==> config.mk <==
export PLATFORM = sky130hd
export DESIGN_NAME = gpio_resp_multi
export DESIGN_NICKNAME = d
export VERILOG_FILES = /design/src/rtl/gpio_resp_pkg.sv /design/src/rtl/gpio_resp_ch.sv /design/src/rtl/gpio_resp_multi.sv
export SDC_FILE = /design/constraint.sdc
export NUM_CORES = 1
export LEC_CHECK = 0
export CELL_PAD_IN_SITES_DETAIL_PLACEMENT = 1
export CELL_PAD_IN_SITES_GLOBAL_PLACEMENT = 1
export CORE_ASPECT_RATIO = 1.2
export CORE_MARGIN = 5
export CORE_UTILIZATION = 30
export CTS_CLUSTER_SIZE = 40
export DETAILED_ROUTE_END_ITERATION = 10
export PLACE_DENSITY_LB_ADDON = 0.15
export SLEW_MARGIN = 15
export SYNTH_ARGS = -nofsm -noshare
export SYNTH_HDL_FRONTEND = slang
export SYNTH_HIERARCHICAL = 1
export SYNTH_SLANG_ARGS = --single-unit
==> constraint.sdc <==
create_clock -name clk_i -period 16 [get_ports clk_i]
set_clock_uncertainty 0.1 [all_clocks]
set_input_delay 3.2 -clock clk_i [delete_from_list [all_inputs] [get_ports clk_i]]
set_output_delay 3.2 -clock clk_i [all_outputs]
set_load 0.02 [all_outputs]
==> src/rtl/gpio_resp_pkg.sv <==
// Shared types for the multi-channel GPIO responder: response modes and channel states.
package gpio_resp_pkg;

  localparam logic [1:0] MODE_OFF_ENC = 2'd3;

  typedef enum logic [1:0] {
    MODE_LEVEL  = 2'd0,
    MODE_PULSE  = 2'd1,
    MODE_TOGGLE = 2'd2,
    MODE_OFF    = MODE_OFF_ENC
  } mode_e;

  typedef enum logic [1:0] {
    ST_IDLE  = 2'd0,
    ST_COUNT = 2'd1,
    ST_FIRE  = 2'd2
  } state_e;

endpackage

==> src/rtl/gpio_resp_ch.sv <==
// One responder channel: edge detect, delay counter, fire action and saturating fire counter.
module gpio_resp_ch
  import gpio_resp_pkg::*;
#(
  parameter int CntW      = 16,
  parameter int FireW     = 16,
  parameter bit Retrigger = 1'b0
) (
  input  logic             clk_i,
  input  logic             rst_ni,
  input  mode_e            mode_i,
  input  logic [CntW-1:0]  cnt_max_i,
  input  logic             clr_i,
  input  logic             gpio_i,
  output logic             gpio_o,
  output logic             busy_o,
  output logic [FireW-1:0] fire_cnt_o
);

  state_e            state_q, state_d;
  mode_e             mode_q, mode_d;
  logic [CntW-1:0]   cnt_q, cnt_d;
  logic [CntW-1:0]   n_q, n_d;
  logic              gpio_q;
  logic              out_q, out_d;
  logic              fire;
  logic [FireW-1:0]  fire_cnt_q, fire_cnt_d;
  logic              rise, fall;

  assign rise = gpio_i & ~gpio_q;
  assign fall = ~gpio_i & gpio_q;

  always_comb begin
    state_d = state_q;
    mode_d  = mode_q;
    cnt_d   = cnt_q;
    n_d     = n_q;
    out_d   = out_q;
    fire    = 1'b0;
    unique case (state_q)
      ST_IDLE: begin
        if (rise && mode_i != MODE_OFF) begin
          mode_d  = mode_i;
          n_d     = (cnt_max_i == '0) ? CntW'(1) : cnt_max_i;
          cnt_d   = '0;
          state_d = ST_COUNT;
        end
      end
      ST_COUNT: begin
        // Abort takes precedence over a coincident fire or retrigger
        if (mode_q == MODE_LEVEL && fall) begin
          state_d = ST_IDLE;
        end else if (Retrigger && rise) begin
          cnt_d = '0;
        end else if (cnt_q == n_q - 1'b1) begin
          state_d = ST_FIRE;
          fire    = 1'b1;
          out_d   = (mode_q == MODE_TOGGLE) ? ~out_q : 1'b1;
        end else begin
          cnt_d = cnt_q + 1'b1;
        end
      end
      ST_FIRE: begin
        if (mode_q == MODE_LEVEL) begin
          if (!gpio_i) begin
            out_d   = 1'b0;
            state_d = ST_IDLE;
          end
        end else if (mode_q == MODE_PULSE) begin
          out_d   = 1'b0;
          state_d = ST_IDLE;
        end else begin
          state_d = ST_IDLE;
        end
      end
      default: state_d = ST_IDLE;
    endcase
  end

  // A clear coinciding with a fire keeps that fire
  always_comb begin
    fire_cnt_d = fire_cnt_q;
    if (clr_i) begin
      fire_cnt_d = fire ? FireW'(1) : '0;
    end else if (fire && fire_cnt_q != '1) begin
      fire_cnt_d = fire_cnt_q + 1'b1;
    end
  end

  always_ff @(posedge clk_i or negedge rst_ni) begin
    if (!rst_ni) begin
      state_q    <= ST_IDLE;
      gpio_q     <= 1'b0;
      out_q      <= 1'b0;
      fire_cnt_q <= '0;
    end else begin
      state_q    <= state_d;
      gpio_q     <= gpio_i;
      out_q      <= out_d;
      fire_cnt_q <= fire_cnt_d;
    end
  end

  always_ff @(posedge clk_i) begin
    mode_q <= mode_d;
    cnt_q  <= cnt_d;
    n_q    <= n_d;
  end

  assign gpio_o     = out_q;
  assign busy_o     = (state_q != ST_IDLE);
  assign fire_cnt_o = fire_cnt_q;

endmodule

==> src/rtl/gpio_resp_multi.sv <==
// Multi-channel GPIO responder: NumCh independent channels sliced from flat port vectors.
module gpio_resp_multi
  import gpio_resp_pkg::*;
#(
  parameter int NumCh     = 4,
  parameter int CntW      = 16,
  parameter int FireW     = 16,
  parameter bit Retrigger = 1'b0
) (
  input  logic                   clk_i,
  input  logic                   rst_ni,
  input  logic [2*NumCh-1:0]     mode_i,
  input  logic [NumCh*CntW-1:0]  cnt_max_i,
  input  logic [NumCh-1:0]       clr_i,
  input  logic [NumCh-1:0]       gpio_i,
  output logic [NumCh-1:0]       gpio_o,
  output logic [NumCh-1:0]       busy_o,
  output logic [NumCh*FireW-1:0] fire_cnt_o
);

  for (genvar i = 0; i < NumCh; i++) begin : g_ch
    gpio_resp_ch #(
      .CntW      (CntW),
      .FireW     (FireW),
      .Retrigger (Retrigger)
    ) u_ch (
      .clk_i      (clk_i),
      .rst_ni     (rst_ni),
      .mode_i     (mode_e'(mode_i[2*i +: 2])),
      .cnt_max_i  (cnt_max_i[CntW*i +: CntW]),
      .clr_i      (clr_i[i]),
      .gpio_i     (gpio_i[i]),
      .gpio_o     (gpio_o[i]),
      .busy_o     (busy_o[i]),
      .fire_cnt_o (fire_cnt_o[FireW*i +: FireW])
    );
  end

endmodule

# Word level (Yosys, flattened, before mapping)
# Cells that the tools add are included.
[word_totals]
regBits = 216
latch_bits = 0
ram_bits = 0
mem_bits_ro = 0
in_bits = 82
output_inout_bits = 72
elab_cells = 264
memories = 0
[op_classes]
addsub = 12
mul = 0
n_div = 0
n_lt_le_gt_ge = 0
n_eq_ne = 56
shift = 0
mux = 92
bitwise = 20
reduce_logical = 56
[ops]
columns = ["operator", "count"]
rows = [
  ["$mux 16", 20],
  ["$add 16x1->16 const B", 8],
  ["$pmux 16 s2", 4],
  ["$eq 16x16->1", 4],
  ["$logic_not 16->1", 4],
  ["$ne 16x16->1 const B", 4],
  ["$sub 16x1->16 const B", 4],
  ["$mux 1", 40],
  ["$mux 2", 20],
  ["$reduce_bool 2->1", 16],
  ["$ne 2x2->1 const B", 12],
  ["$ne 3x1->1 const B", 8],
  ["$pmux 2 s3", 4],
  ["$reduce_and 5->1", 4],
  ["$eq 2x1->1 const B", 8],
  ["$eq 2x2->1 const B", 8],
  ["$logic_not 2->1", 8],
  ["$ne 2x1->1 const B", 8],
  ["$reduce_and 4->1", 4],
  ["$logic_and 1x1->1", 12],
  ["$ne 3x3->1 const B", 4],
  ["$not 1->1", 12],
  ["$reduce_and 3->1", 4],
  ["$and 1x1->1", 8],
  ["other kinds (2)", 8],
]

# Logic depth before layout (Yosys ltp)
# Gate-level depths: netlist of run 1.
[depth]
word_depth = 8
ltp_mapped = 12

# Hierarchy
# Netlist of run 1, hierarchy kept.
[by_module_without_submodules]
columns = ["mod", "n_inst", "cells_per_inst", "area_per_inst_um2", "seq_area_each_um2"]
rows = [
  ["gpio_resp_ch (g_ch[0].u_ch ...)", 3, 313, 3114.2, 1521.5],
  ["gpio_resp_ch (g_ch[3].u_ch)", 1, 319, 3193.1, 1521.5],
]

# Least setup slack after synthesis of run 1
# OpenSTA, ideal clock, no wires.
[synth_timing]
path_type = "input -> register"
startpoint = "input gpio_i[3]"
endpoint = "register g_ch[3].u_ch.cnt_q[0] (enable)"
setup_time_ns = 0.399
arrival_time_ns = 7.590
required_ns = 15.501
slack_ns = 7.911
cell_stages = 4
path_cell_list = "nand2b_1 > a2111oi_0 > nor2_1 > a31oi_1"
[synth_between]
elab_chain_cells = 5
elab_cells_between_ends = 8
[synth_rtl]
columns = ["element", "line", "rtl"]
rows = [
  ["start, declared", "gpio_resp_multi.sv:15", "input logic [NumCh-1:0] gpio_i,"],
  ["$not 1->1", "gpio_resp_ch.sv:31", "assign fall = ~gpio_i & gpio_q;"],
  ["$and 1x1->1", "gpio_resp_ch.sv:31", ""],
  ["$logic_and 1x1->1", "gpio_resp_ch.sv:51", "if (mode_q == MODE_LEVEL && fall) begin"],
  ["$ne 2x2->1 (no source line)", "-", ""],
  ["$reduce_and 4->1 (no source line) (*)", "-", ""],
  ["end signal, assigned", "gpio_resp_ch.sv:106", "cnt_q <= cnt_d;"],
  ["end, declared", "gpio_resp_ch.sv:22", "logic [CntW-1:0] cnt_q, cnt_d;"],
]
# Every way passes the cells marked *; elsewhere a longest branch is shown, timed or not.
# A chain may end at the register's enable or synchronous reset.

# Worst setup path after layout of run 1
[layout_timing]
startpoint = "register g_ch[3].u_ch.state_q[0]"
endpoint = "output busy_o[3]"
[layout_between]
elab_chain_cells = 1
[layout_rtl]
columns = ["element", "line", "rtl"]
rows = [
  ["start, declared", "gpio_resp_ch.sv:20", "state_e state_q, state_d;"],
  ["start signal, assigned", "gpio_resp_ch.sv:97", "state_q <= state_d;"],
  ["$reduce_bool 2->1", "gpio_resp_ch.sv:111", "assign busy_o = (state_q != ST_IDLE);"],
  ["end, declared", "gpio_resp_multi.sv:17", "output logic [NumCh-1:0] busy_o,"],
]
# No other way between the ends.

==> results of run 1 <==
## state kept, by name, indices dropped and copies added (netlist names)
signal                count
g_ch.u_ch/cnt_q          64
g_ch.u_ch/fire_cnt_o     64
g_ch.u_ch/n_q            64
g_ch.u_ch/mode_q          8
g_ch.u_ch/state_q         8
g_ch.u_ch/gpio_o          4
g_ch.u_ch/gpio_q          4
## through the flow
| step | instance area (um^2) | hold WS (ps) | setup slack (ps) | power, mW |
|---|---|---|---|---|
| floorplan | 12500 | 381 | 7910 | 1.15 |
| global placement | 14400 | 422 | 10340 | 1.30 |
| detailed placement | 14400 | 423 | 10310 | 1.31 |
| CTS | 15300 | 424 | 10760 | 1.94 |
| global route | 15300 | 469 | 10720 | 2.02 |
| finish | 15300 | 427 | 10810 | 1.90 |
## worst max-delay path, stage by stage (launching register included)
cell             delay, ps
dfrtp_1                480
or2_2                  330
clkdlybuf4s50_1        540
## kinds of logic after synthesis
kind of cell    after synthesis  share of synthesized area, %
simple gates                564                          26.2
fa+ha+maj                    12                          1.20
xor+xnor                    124                          8.66
compound gates              190                          9.51
mux                          14                          1.19
flops                       216                          48.5
buf+inv                     138                          4.67
## routing by layer
metal / wire [um] / global-route usage (%) / up-vias / part of all wire, %
met5: 0 / 0 / - / 0
met2: 16700 / 25.6 / 127 / 50
met3: 1300 / 2.56 / 39 / 3.9
met1: 14700 / 17.6 / 4860 / 44
li1: - / - / 4788 / -
met4: 578 / 3.49 / 0 / 1.7
## where the power goes
group	switching (mW)	total, mW	internal [mW]
Sequential	0.133	0.865	0.732
Clock	0.247	0.604	0.357
Combinational	0.235	0.426	0.191
## Yosys cell counts, drive strengths merged (13+ instances only)
cell / number
or3: 45
o31ai: 25
a21oi: 65
edfxtp: 136
dfrtp: 80
nor2b: 23
nor4: 34
or4: 33
nor3b: 13
buf: 18
or2: 23
nor2: 120
nor3: 24
xor2: 76
inv: 34
nand2: 55
and4: 25
nand3: 52
nand4: 35
and3: 24
nand2b: 25
clkbuf: 86
xnor2: 48
o21ai: 53
## area by class of cell
class / count / area share (%)
diodes: 2 / 0.0328
clock buffers: 35 / 4.82
clock inverters: 13 / 0.877
inverters: 34 / 0.836
multi-input cells: 904 / 38.6
flip-flops and latches: 216 / 39.9
well taps: 546 / 4.48
repair buffers: 162 / 10.5
## path summary, 6_finish.rpt
check,from,endpoint,slack (ps),cells past startpoint
max reg2reg,g_ch[1].u_ch/n_q[0],g_ch[1].u_ch/fire_cnt_o[2],12210,10
max,g_ch[3].u_ch/state_q[0],busy_o[3],10810,2
min,g_ch[0].u_ch/mode_q[0],g_ch[0].u_ch/state_q[1],430,1
min reg2reg,g_ch[0].u_ch/mode_q[0],g_ch[0].u_ch/state_q[1],430,1
min in group asynchronous,rst_ni,g_ch[0].u_ch/fire_cnt_o[9],2440,1
max in group asynchronous,rst_ni,g_ch[3].u_ch/gpio_q,12220,2
==> reports/qor.yml, run 1 <==
placement:
  globalplace.congestion: 0.726
  numPortBuffers: 153
  dp_cells: 1862
  detailed_place_hpwl_um: 24600
route:
  firstDrtPassIters: 4
  vias_per_cell: 5.13
  drc: 0
  detail-route-antenna-nets: 0
  vias: 9814
  drtIter0Drc: 359
  wirelength_um: 33300
  wire_per_inst_um: 17.4
synth:
  synthFlopType: "edfxtp_1"
  ys_seq_elements: 216
  synth_warnings: 6
  synth-edff-count: 136
  async_flop_share_pct: 37.0
  ys_seq_area_share_pct: 48.5
  synthDistinctLibCells: 65
  synth_area_leader_cell: "edfxtp_1"
  synth_area_leaders: "edfxtp_1, dfrtp_1, xor2_1, nor2_1, xnor2_1"
  synth_fp_nets: 1352
  syn_avg_cell_area_um2: 9.96
  synth_top_area_share_pct: 32.6
  syn_inst: 1258
  netlist_area_um2: 12500
clocking:
  cts.sinks: 216
  cts_setup_buffers: 0
  cts_made_buffers: 27
  clock_latency_ps: 540
  clk_pin_slew_ps: 60
  cts_resized: 0
  cts_tree: "built"
  root_buffer: "clkbuf_16"
  htreeDepth: 1
  ctsHoldBuffers: 0
  clock_path_buffers: 3
finish:
  layout.cells.non_filler: 1912
  final_common_cell: "clkdlybuf4s50_1"
  drive_gt1_share_pct: 7.11
  fin_nets: 1439
  final_util_pct: 36.7
  nFillCells: 4641
  register_area_um2: 6090
  multi_input_area_um2: 5890
  final_cell_mix: "clkdlybuf4s50_1, edfxtp_1, nor2_1, dfrtp_1, xor2_1"
  areaGrowthSynthToFinish_pct: 21.7
timing:
  post-route-period-util_pct: 32.4
  slew_headroom_pct: 42.9
  hold_viol: 0
  setup_tns_ps: 0
  setup_viol: 0
  worst_pin_slew_ps: 857
  slew_viol_final: 0
  fin_crit_ps: 5190
  fmaxAchievable_mhz: 193
  rsz0062_at_grt: "no"
floorplanning:
  start_util_pct: 30.2
  die_w_um: 197
  ioPinCount: 154
  die_height_um: 234
  dieArea_um2: 46000
  core_um2: 41600
  row_count: 82
worst_setup_path:
  cp-start-kind: "register"
  path_class: "register to primary output"
  worst_setup_path_end_kind: "primary output"
  cp.required_ps: 12700
  crit_path_max_fanout: 9
  critPathArrivalTime_ps: 1890
hold_path:
  hp-class: "register to register"
power_and_ir_drop:
  p_per_area_nw_per_um2: 124
  power.leakage_nw: 5.24
  ir_drop_v: 0.0000796
job:
  drv_cap: 0
grt:
  grt_max_degree: 61
  grt_overflow_total: 0
  antenna_found_initial: 0
  first_global_vias: 10400
  grt_util_all_layers_pct: 14.2
  grt_pass1_wl_um: 54500
outcome:
  outcome: "finished, final reports clean"
(Power assumes the default switching activity.)
==> inputs of run 2 (changes only) <==
==> constraint.sdc (replaced) <==
create_clock -name clk_i -period 4.45 [get_ports clk_i]
set_clock_uncertainty 0.1 [all_clocks]
set_input_delay 0.89 -clock clk_i [delete_from_list [all_inputs] [get_ports clk_i]]
set_output_delay 0.89 -clock clk_i [all_outputs]
set_load 0.02 [all_outputs]
==> run 2 against run 1 <==
Critical path type is now register to register. Critical endpoint is now g_ch[1].u_ch/fire_cnt_o[2]. Count of clock-buffer cells in the layout decreased by 2. Clock power increased to 3.8 times the previous value. Global-route usage increased by 0.28 points. Highest routed layer is now met5.
==> reports/qor.yml, run 2 (synthesis results as in run 1) <==
placement:
  dp_cells: 1862  # unchanged
  detailed_place_hpwl_um: 25200  # +2.4%
  postPlaceCellArea_um2: 14400  # +0.35%
  globalplace.congestion: 0.777  # +7.0%
  numPortBuffers: 153  # unchanged
clocking:
  ctsHoldBuffers: 0  # unchanged
  cts.sinks: 216  # unchanged
  clk_pin_slew_ps: 60  # about the same
  cts_made_buffers: 26  # -3.7%
  cts_resized: 0  # unchanged
  clock_latency_ps: 550  # about the same
  root_buffer: "clkbuf_16"
  cts_setup_buffers: 0  # unchanged
  cts_tree: "built"
  clock_path_buffers: 3  # unchanged
  htreeDepth: 1  # unchanged
floorplanning:
  row_count: 82  # unchanged
  dieArea_um2: 46000  # unchanged
  die_height_um: 234  # unchanged
  die_w_um: 197  # unchanged
  core_um2: 41600  # unchanged
  start_util_pct: 30.2  # unchanged
  ioPinCount: 154  # unchanged
route:
  vias_per_cell: 5.15  # +0.32%
  drc: 0  # unchanged
  detail-route-antenna-nets: 0  # unchanged
  vias: 9851  # +0.38%
  drtIter0Drc: 364  # +1.4%
  wirelength_um: 33700  # +1.4%
  wire_per_inst_um: 17.6  # +1.3%
  firstDrtPassIters: 5  # +1
job:
  drv_cap: 0  # unchanged
worst_setup_path:
  critPathArrivalTime_ps: 3840  # +1950 ps
  path_class: "register to register"
  cp.required_ps: 4770  # -7930 ps
  cp-start-kind: "register"
  crit_path_max_fanout: 7  # -2
  worst_setup_path_end_kind: "register"
finish:
  drive_gt1_share_pct: 7.48  # +0.37 points
  final_common_cell: "clkdlybuf4s50_1"
  final_cell_mix: "clkdlybuf4s50_1, edfxtp_1, nor2_1, dfrtp_1, xor2_1"
  nFillCells: 4610  # -0.67%
  layout.cells.non_filler: 1913  # +0.052%
  stdcell_area_um2: 15400  # +0.74%
  areaGrowthSynthToFinish_pct: 22.6
  fin_nets: 1438  # -0.069%
grt:
  grt_pass1_wl_um: 55100  # +1.1%
  first_global_vias: 10400  # -0.38%
  grt_util_all_layers_pct: 14.5  # +0.28 points
  grt_max_degree: 55  # -9.8%
  antenna_found_initial: 4  # +4
  grt_overflow_total: 0  # unchanged
outcome:
  outcome: "finished, final reports clean"
timing:
  post-route-period-util_pct: 79.0
  rsz0062_at_grt: "no"
  fmaxAchievable_mhz: 284
  worst_pin_slew_ps: 782  # -74.8 ps
  hold_viol: 0  # unchanged
  slew_viol_final: 0  # unchanged
  setup_viol: 0  # unchanged
  setup_tns_ps: 0  # unchanged
  slew_headroom_pct: 47.9  # +5.0 points
  fin_crit_ps: 3520
hold_path:
  hp-class: "input port to asynchronous set/reset pin"
power_and_ir_drop:
  p_per_area_nw_per_um2: 453  # +260%
  power.leakage_nw: 5.28  # +0.77%
  ir_drop_v: 0.000315  # +300%
==> run 2: critical path, cell delays in order, from the launching register on <==
cell	delay [ps]
edfxtp_1	440
inv_1	90
ha_1	280
or3b_2	490
nor3_1	230
mux2_2	370
o21ai_0	340
nand2_1	100
nor2_1	380
and4_1	260
mux2_1	330
==> run 2: layout make-up <==
class / instances / area [um^2] / share of cell area (%)
multi-input combinational: 904 / 5940 / 38.6
clock inverter: 15 / 191 / 1.25
antenna: 3 / 7.51 / 0.0488
timing repair buffer: 162 / 1600 / 10.4
clock buffer: 33 / 738 / 4.80
inverter: 34 / 128 / 0.830
sequential: 216 / 6090 / 39.6
tap: 546 / 683 / 4.44
==> run 2: power breakdown <==
group / internal (mW) / leakage, nW / switching, mW
Sequential: 2.63 / 2.40 / 0.503
Combinational: 0.690 / 2.42 / 0.840
Clock: 1.41 / 0.459 / 0.884
==> run 2: per-layer routing <==
layer  track usage, %  routed length [um]  vias up
li1                 -                   -     4780
met1             17.4               14300     4882
met2             26.4               17200      136
met3             2.77                1440       49
met4             3.88                 781        4
met5                0                  27        -
==> run 2: worst paths after layout <==
check,slack (ps),start,end,cells after the start
worst min-delay path,330,rst_ni,g_ch[1].u_ch/state_q[1],1
max in group asynchronous,3020,rst_ni,g_ch[2].u_ch/fire_cnt_o[8],2
min in group clk_i,430,g_ch[0].u_ch/mode_q[0],g_ch[0].u_ch/state_q[1],1
worst max-delay path,930,g_ch[1].u_ch/n_q[0],g_ch[1].u_ch/fire_cnt_o[2],10
worst min register to register,430,g_ch[0].u_ch/mode_q[0],g_ch[0].u_ch/state_q[1],1
worst max register to register,930,g_ch[1].u_ch/n_q[0],g_ch[1].u_ch/fire_cnt_o[2],10
==> run 2: metrics by stage <==
step	hold WS [ps]	utilization (%)	power (mW)	worst slack (ps)
after detailed placement	426	34.7	4.73	910
after global routing	374	37.0	7.39	584
after floorplan	381	-	4.15	538
after global placement	397	34.7	4.69	1030
after CTS	332	37.0	7.10	894
final	327	37.0	6.96	934
==> inputs of run 3 (changes only) <==
==> constraint.sdc (replaced) <==
create_clock -name clk_i -period 3.3 [get_ports clk_i]
set_clock_uncertainty 0.1 [all_clocks]
set_input_delay 0.66 -clock clk_i [delete_from_list [all_inputs] [get_ports clk_i]]
set_output_delay 0.66 -clock clk_i [all_outputs]
set_load 0.02 [all_outputs]
==> run 3 against run 2 <==
Routed wire length rose by 3.4%. Design area is 3.5% higher. Critical path depth unchanged. Non-clock buffer count rose by 61. Clock power increased by 21%. Utilization grew 1.3 points. Register-to-register slack worse by 820 ps. Critical path type unchanged. Global-route usage is 0.43 points higher. Combinational power grew 55%. Count of clock-buffer cells in the layout decreased by 1. Largest power group unchanged. Via count increased by 2.6%.
==> reports/qor.yml, run 3 (synthesis results as in run 1) <==
clocking:
  ctsHoldBuffers: 0  # unchanged
  clock_path_buffers: 3  # unchanged
  cts_tree: "built"
  cts_made_buffers: 26  # unchanged
  clk_pin_slew_ps: 60  # about the same
  root_buffer: "clkbuf_16"
  htreeDepth: 1  # unchanged
  clock_latency_ps: 540  # about the same
  cts.sinks: 216  # unchanged
power_and_ir_drop:
  p_seq_share_pct: 44.8  # -0.3 points
  pwr-share-comb_pct: 25.4  # +3.4 points
  internal_power_mw: 6.28  # +33%
  clkPwrFrac_pct: 29.8  # -3.1 points
  switching_share_pct: 32.7  # +0.65 points
  ir_drop_v: 0.000425  # +35%
  total_power_mw: 9.32  # +34%
  power.switching_mw: 3.05  # +37%
  p_per_area_nw_per_um2: 586  # +30%
  power.leakage_nw: 5.57  # +5.5%
placement:
  globalplace.congestion: 0.789  # +1.5%
  dp_cells: 1921  # +3.2%
  numPortBuffers: 153  # unchanged
  post-place-ws_ps: -27.2  # -937 ps
  detailed_place_hpwl_um: 26000  # +3.1%
floorplanning:
  die_w_um: 197  # unchanged
  dieArea_um2: 46000  # unchanged
  row_count: 82  # unchanged
  core_um2: 41600  # unchanged
  start_util_pct: 30.2  # unchanged
  die_height_um: 234  # unchanged
  ioPinCount: 154  # unchanged
worst_setup_path:
  reg2reg_slack_ps: 110  # -820 ps
  reg2regPathDepth: 10  # unchanged
  cp-start-kind: "register"
  path_class: "register to register"
  cp.required_ps: 3660  # -1110 ps
  crit_path_max_fanout: 6  # -1
  critPathArrivalTime_ps: 3550  # -290 ps
  worst_setup_path_end_kind: "register"
timing:
  fmaxAchievable_mhz: 313  # +10%
  hold_viol: 0  # unchanged
  post-route-period-util_pct: 96.7  # +18 points
  fin_ws_ps: 109  # -825 ps
  fin_crit_ps: 3190  # -325 ps
  setup_viol: 0  # unchanged
  slew_headroom_pct: 37.3  # -11 points
  setup_tns_ps: 0  # unchanged
  worst_pin_slew_ps: 940  # +158 ps
  slew_viol_final: 0  # unchanged
finish:
  final_util_pct: 38.3  # +1.3 points
  fin_nets: 1501  # +4.4%
  layout.cells.non_filler: 1973  # +3.1%
  final_cell_mix: "clkdlybuf4s50_1, edfxtp_1, nor2_1, dfrtp_1, xor2_1"
  areaGrowthSynthToFinish_pct: 26.9
  final_common_cell: "clkdlybuf4s50_1"
  drive_gt1_share_pct: 12.5  # +5.1 points
  diodes: 0  # -3
route:
  wirelength_um: 34900  # +3.4%
  detail-route-antenna-nets: 0  # unchanged
  drc: 0  # unchanged
  vias: 10100  # +2.6%
  wire_per_inst_um: 17.7  # +0.27%
  firstDrtPassIters: 4  # -1
  vias_per_cell: 5.12  # -0.56%
  drtIter0Drc: 374  # +2.7%
grt:
  grt_util_all_layers_pct: 14.9  # +0.43 points
  grt_pass1_wl_um: 56700  # +2.9%
  grt_overflow_total: 0  # unchanged
  first_global_vias: 10600  # +2.6%
  grt_max_degree: 62  # +13%
  antenna_found_initial: 1  # -3
hold_path:
  hp-class: "input port to asynchronous set/reset pin"
job:
  drv_cap: 0  # unchanged
outcome:
  outcome: "finished, final reports clean"
-- run 3: changes by cell type in the layout (fill, tap and decap cells not counted), moves of 4 or more --
cell      change
buf_4        +58
clkbuf_8      -4
clkinv_1      +7
nor3_1        -5
nor3_2        +4
or4_1         -5
or4_4         +7
-- run 3: final timing paths --
kind | startpoint | end
min | rst_ni | g_ch[1].u_ch/gpio_q
max reg2reg | g_ch[3].u_ch/n_q[1] | g_ch[3].u_ch/fire_cnt_o[12]
max in group asynchronous | rst_ni | g_ch[0].u_ch/fire_cnt_o[7]
min in group clk_i | g_ch[0].u_ch/mode_q[0] | g_ch[0].u_ch/state_q[1]
min reg2reg | g_ch[0].u_ch/mode_q[0] | g_ch[0].u_ch/state_q[1]
max | g_ch[3].u_ch/n_q[1] | g_ch[3].u_ch/fire_cnt_o[12]
-- run 3: area by class of cell --
type / instances / area (um^2)
clock buffer: 32 / 694
clock inverter: 16 / 123
fill: 4660 / 25600
inverter: 34 / 128
multi-input combinational: 906 / 6100
sequential: 216 / 6090
tap: 546 / 683
timing repair buffer: 223 / 2090
-- run 3: routing by layer --
metal	global-route usage (%)	wire length, um	part of all wire (%)
met5	0	0	0
met4	3.66	640	1.8
met3	2.04	1220	3.5
met2	26.7	17500	50
met1	19.0	15500	44
-- run 3: stage by stage --
step	instance area [um^2]	hold slack [ps]
after floorplan	12600	264
after global placement	14900	430
after detailed placement	14900	424
after CTS	15700	146
after global routing	15900	202
final	15900	139
-- run 3: power by group through the flow --
stage | registers (mW) | logic [mW] | clock network [mW]
after floorplan | 4.02 | 1.58 | 0
after global placement | 4.21 | 2.28 | 0
after detailed placement | 4.24 | 2.35 | 0
after CTS | 4.19 | 2.37 | 2.91
after global routing | 4.26 | 2.66 | 3.02
final | 4.17 | 2.37 | 2.78
-- run 3: critical path, stage by stage, from the launching register on --
cell and delay (ps):
edfxtp_1 410, inv_2 60, ha_4 170, nor2b_1 160, o31a_1 280, a2111o_1 410, nand4b_1 210, buf_4 190
or4_4 520, or4_1 440, a21oi_2 160
-- run 3: timing repair --
item	in CTS	in global routing
setup buffers	0	2
pin swaps	0	5
endpoints found under the setup margin	8	95
gates resized for setup	4	28
endpoints found under the hold margin	0	0
cloned	0	2
